`config.mk`:
```
export PLATFORM = sky130hd
export DESIGN_NAME = seg7_scan_ctrl
export DESIGN_NICKNAME = d
export VERILOG_FILES = /design/src/rtl/seg7_scan_ctrl.sv
export SDC_FILE = /design/constraint.sdc
export NUM_CORES = 1
export LEC_CHECK = 0
export ABC_AREA = 1
export BUFFER_PORTS_ARGS = -buffer_cell sky130_fd_sc_hd__buf_2
export CAP_MARGIN = 10
export CORE_MARGIN = 8
export CORE_UTILIZATION = 36
export DETAILED_ROUTE_END_ITERATION = 10
export SETUP_SLACK_MARGIN = 0.5
export SYNTH_ARGS = -nofsm -noshare
export SYNTH_HDL_FRONTEND = slang
export SYNTH_SLANG_ARGS = --single-unit
```
`constraint.sdc`:
```
create_clock -name clk -period 2 [get_ports clk]
set_input_delay 0.2 -clock clk [delete_from_list [all_inputs] [get_ports clk]]
set_output_delay 0.2 -clock clk [all_outputs]
set_load 0.1 [all_outputs]
```
`src/rtl/seg7_scan_ctrl.sv`:
```
// seg7_scan_ctrl
//   Scan controller for an 8-digit common-anode seven-segment display.
//   A 32-bit value arrives over a valid/ready handshake. It is held in a one-entry
//   pending buffer until the next frame boundary, then it becomes the displayed value.
//   Swapping only at the boundary keeps every frame consistent: a frame never mixes
//   old and new digits. One digit is driven at a time, and each digit is held for
//   CLK_DIV clock cycles.
//
// Ports
//   clk           system clock, rising edge
//   reset         synchronous reset, active low
//   i_data        value to display; nibble i drives digit i
//   i_valid       i_data is valid
//   o_ready       pending buffer is empty; a transfer happens when i_valid & o_ready
//   i_blank_mask  bit i = 1 blanks digit i; sampled live, not buffered
//   o_seg         segments, active low, {dp,g,f,e,d,c,b,a}; dp is never lit
//   o_sel         digit select, active-low one-hot
//   o_frame_done  one-cycle pulse when digit 7 finishes its slot
module seg7_scan_ctrl #(
    parameter int CLK_DIV = 100000
) (
    input  logic        clk,
    input  logic        reset,
    input  logic [31:0] i_data,
    input  logic        i_valid,
    output logic        o_ready,
    input  logic [7:0]  i_blank_mask,
    output logic [7:0]  o_seg,
    output logic [7:0]  o_sel,
    output logic        o_frame_done
);

    localparam int CW = $clog2(CLK_DIV);

    logic [CW-1:0] div_cnt;
    logic [2:0]    dig_idx;
    logic [31:0]   disp_reg;
    logic [31:0]   pending;
    logic          pending_full;
    logic          pending_full_nxt;
    logic          slot_end;
    logic          frame_end;
    logic          accept;
    logic [3:0]    nibble;
    logic [7:0]    hex_code;

    assign slot_end  = (div_cnt == CW'(CLK_DIV - 1));
    assign frame_end = slot_end && (dig_idx == 3'd7);
    assign accept    = i_valid && o_ready;
    assign nibble    = disp_reg[{dig_idx, 2'b00} +: 4];

    // The transfer takes priority over capture. A capture can only happen while the
    // buffer is empty, and then there is nothing to transfer. So a value captured on
    // a boundary waits one full frame; it is never bypassed into disp_reg.
    always_comb begin
        pending_full_nxt = pending_full;
        if (frame_end && pending_full)
            pending_full_nxt = 1'b0;
        else if (accept)
            pending_full_nxt = 1'b1;
    end

    always_comb begin
        hex_code = 8'hFF;
        case (nibble)
            4'h0: hex_code = 8'hC0;
            4'h1: hex_code = 8'hF9;
            4'h2: hex_code = 8'hA4;
            4'h3: hex_code = 8'hB0;
            4'h4: hex_code = 8'h99;
            4'h5: hex_code = 8'h92;
            4'h6: hex_code = 8'h82;
            4'h7: hex_code = 8'hF8;
            4'h8: hex_code = 8'h80;
            4'h9: hex_code = 8'h90;
            4'hA: hex_code = 8'h88;
            4'hB: hex_code = 8'h83;
            4'hC: hex_code = 8'hC6;
            4'hD: hex_code = 8'hA1;
            4'hE: hex_code = 8'h86;
            4'hF: hex_code = 8'h8E;
        endcase
    end

    always_ff @(posedge clk) begin
        if (!reset) begin
            div_cnt      <= '0;
            dig_idx      <= 3'd0;
            disp_reg     <= 32'h0;
            pending      <= 32'h0;
            pending_full <= 1'b0;
            o_ready      <= 1'b0;
            o_frame_done <= 1'b0;
            o_sel        <= 8'hFF;
            o_seg        <= 8'hFF;
        end else begin
            div_cnt <= slot_end ? '0 : div_cnt + CW'(1);
            // dig_idx is 3 bits wide, so it wraps from 7 to 0 by itself.
            if (slot_end)
                dig_idx <= dig_idx + 3'd1;

            if (frame_end && pending_full)
                disp_reg <= pending;
            if (accept)
                pending <= i_data;
            pending_full <= pending_full_nxt;
            o_ready      <= ~pending_full_nxt;
            o_frame_done <= frame_end;

            // The outputs follow the current dig_idx, so they lag it by one cycle.
            o_sel <= ~(8'b1 << dig_idx);
            o_seg <= i_blank_mask[dig_idx] ? 8'hFF : hex_code;
        end
    end

endmodule

```
==> out/metrics.csv <==
stage,metric,value,unit
status,status,"complete, no violations",
power,Clk pwr share,42.1,%
timing,Sum Neg Setup Slack,0,ns
synthesis,Post-Synthesis Cells,660,
critical_path,Worst EP required,2.29,ns
drt,Routed WL,12540,um
drt,post-DR wirelength/cell,13.62,um
synthesis,top area cells in the synthesized netlist,"dfxtp_1 (45%), nor2_1 (13%), nand2_1 (13%), nand3_1 (5.5%), inv_1 (4.7%)",
critical_path,crit path launch,div_cnt[1],
final_layout,filler cell count,1215,
power,switching part of the total power,24.36,%
timing,Final Skew,0.008480,ns
synthesis,post-synth cell types,29,
drt,Pre-Repair DR Iteration Count,4,
synthesis,syn_nets,715,
place,DP HPWL,8091,um
synthesis,Yosys top cell by area,dfxtp_1,
cts,clock sink total,102,
drt,DR vias,4288,
cts,H-tree Lvls,3,
floorplan,die area,16460,um^2
grt,largest net degree at the start of global routing,39,
final_layout,antenna cells,0,
cts,clk_lat worst skew,0.35,ns
timing,max-slew violations,0,
synthesis,Syn Area/Cell,6.878,um^2
critical_path,Critical Path Slowest Stage Cell,dfxtp_2,
drt,Iter 0 DRT Violations,189,
timing,fin crit share,81.99,%
synthesis,Async SR Flop Fraction,0,%
power,leakage,2.906,nW
critical_path,startpoint types,flip-flop,
critical_path,RR Endpoint,disp_reg[24],
run,Max Cap Viol,0,
grt,Overflow after GRT,0,
final_layout,Nets,799,
floorplan,Core Box Area,12470,um^2
critical_path,crit path to,disp_reg[24],
floorplan,I/O pin cnt,61,
final_layout,area delta synth->final,38.75,%
timing,Finish-stage setup viols,0,
critical_path,Buf/Inv on CP,1,
synthesis,YS warnings,0,
critical_path,reg2reg path depth,10,
critical_path,cell breakdown of the critical path,ha_4 > nand2_4 > nor2_4 > nand3_4 > nor2_4 > nand2_8 > clkbuf_16 > nand2_1 > nand2_1 > nor2_1,
timing,RSZ-0062 raised after global routing,yes,
place,Setup WS pre-CTS,0.1442,ns
final_layout,area occupied by multi-input gates,2615,um^2
grt,initial antenna violation count,0,
timing,min cycle time layout,1.640,ns
cts,clk root buf,clkbuf_16,
drt,drt drc,0,
power,Max VDD drop,0.3829,mV
cts,TritonCTS clock tree,built,
synthesis,"FF+latch count, synth",102,
synthesis,"Primary FF master, synth",dfxtp_1,
power,cell internal pwr,3.157,mW
floorplan,row count,41,
final_layout,Sequential Area,2064,um^2
critical_path,Critical Path Sink Type,flip-flop,
place,I/O Buffers,59,
critical_path,reg2reg start,div_cnt[1],
timing,Final Hold Vio Count,0,
critical_path,"delay-heaviest family, CP",simple AND/OR/NAND/NOR gates,
cts,total CTS buffers,9,
floorplan,Initial Utilization,36.41,%
final_layout,share of cells above drive strength 1,31.91,%
grt,gr usage total,15.26,%
power,P_sw,1.017,mW
floorplan,die width,128.3,um
drt,via/cell ratio,4.656,
synthesis,Post-synth EDFFs,0,
timing,final worst slack,0.3602,ns
cts,Max Root-Sink Buffers,2,
drt,post-route ant nets,0,
power,pwr dens,662.6,nW/um^2
floorplan,die height,128.3,um
critical_path,Crit Path Category,flip-flop to flip-flop,
critical_path,Worst Path Max Fanout,12,
timing,FMAX,609.8,MHz
synthesis,sequential area share after synthesis,44.98,%
synthesis,synth cell count leaders,"nor2_1 (159), nand2_1 (155), dfxtp_1 (102)",
grt,first-pass GRT wire length,19920,um
cts,clock transition at the registers of the reported paths,0.07,ns
synthesis,most frequent cell after synthesis,nor2_1,
critical_path,CP Depth,10,
grt,vias in the first global route,4182,
critical_path,CP peak stage delay,0.35,ns
power,Seq pwr share,50.9,%
place,gpl congestion,0.8856,
power,Combinational Power Share,7.0,%
critical_path,reg2reg setup slack,0.36,ns
hold_path,Worst Hold Class,input port to flip-flop,
synthesis,Yosys top cell area share,44.98,%
critical_path,Worst Path Arrival,1.93,ns
synthesis,mapped cell area,4539,um^2
==> routing by layer <==
layer / part of all wire (%) / global-route usage (%)
met1: 46 / 18.06
met2: 47 / 25.32
met3: 4.3 / 4.118
met4: 2.3 / 6.713
met5: 0 / 0
==> stage by stage <==
step           util [%]  instances  power, mW  hold WS [ns]  cell area [um^2]
4_1_cts           47.29        907      4.228       0.07836              5894
3_5_place_dp      40.09        870      2.458        0.4178              4997
6_report          50.53        921      4.173       0.09219              6299
5_1_grt           50.53        921      4.340       0.09145              6299
3_3_place_gp      40.09        870      2.453        0.3999              4997
2_1_floorplan         -        660      2.366        0.3653              4596
==> worst min-delay path by stage <==
stage	endpoint	start	depth (start not counted)
2_1_floorplan	pending[0]	i_data[0]	2
3_3_place_gp	div_cnt[0]	div_cnt[0]	1
3_5_place_dp	div_cnt[0]	div_cnt[0]	1
4_1_cts	pending[21]	i_data[21]	3
5_1_grt	pending[21]	i_data[21]	3
6_report	pending[21]	i_data[21]	3
==> worst reg2reg max path, cell delays in order (launching register included) <==
cell and delay (ns):
dfxtp_2 0.35, ha_4 0.15, nand2_4 0.06, nor2_4 0.16, nand3_4 0.10, nor2_4 0.19
nand2_8 0.15, clkbuf_16 0.20, nand2_1 0.06, nand2_1 0.05, nor2_1 0.11
==> cells in the final DEF, fill, tap and decap left out, types with 3 or more instances in the layout <==
cell       instances
nand3_4            9
nand3_2           23
clkbuf_16         12
inv_1             52
a21oi_1            5
dfxtp_4            4
dfxtp_1           92
buf_16             3
clkinv_4           3
buf_4             24
inv_2              5
buf_6              8
nand4_1            5
nor2_1           144
nand2_2           26
nand2_4            9
nand2_1          131
nor2_2            14
ha_1               5
nor2_4             3
buf_2             59
ha_4               5
o21ai_0           39
nor3_1             5
dfxtp_2            6
buf_12             4
nand3_1           19
xor2_1             9
==> power groups by stage <==
stage | Sequential [mW] | Combinational (mW) | Clock (mW)
5_1_grt | 2.13 | 0.326 | 1.88
6_report | 2.12 | 0.293 | 1.76
4_1_cts | 2.12 | 0.292 | 1.81
3_3_place_gp | 2.17 | 0.282 | 0
2_1_floorplan | 2.23 | 0.133 | 0
3_5_place_dp | 2.17 | 0.286 | 0
==> final cells by class <==
class	instances	area share (%)
tap	172	3.417
sequential	102	32.78
clock buffer	9	3.576
clock inverter	7	1.172
inverter	62	4.033
timing repair buffer	103	13.51
multi-input combinational	466	41.52
==> what timing repair did <==
item	in CTS	in global routing
gates cloned	4	4
hold buffers	0	0
setup endpoints to repair	56	61
pin swaps	28	20
buffers inserted	17	10
resized for setup	86	58
==> logic make-up (layout without fill, tap and decap cells) <==
| family | Yosys count | in the layout | synth area share [%] |
|---|---|---|---|
| flops | 102 | 102 | 44.98 |
| other cells | 1 | 1 | 0.08261 |
| fa+ha+maj | 12 | 12 | 3.308 |
| simple gates | 395 | 396 | 35.97 |
| buf+inv | 93 | 181 | 8.462 |
| xor+xnor | 9 | 9 | 1.737 |
| compound gates | 48 | 48 | 5.458 |
No activity file was read; power rests on OpenSTA's default activity.
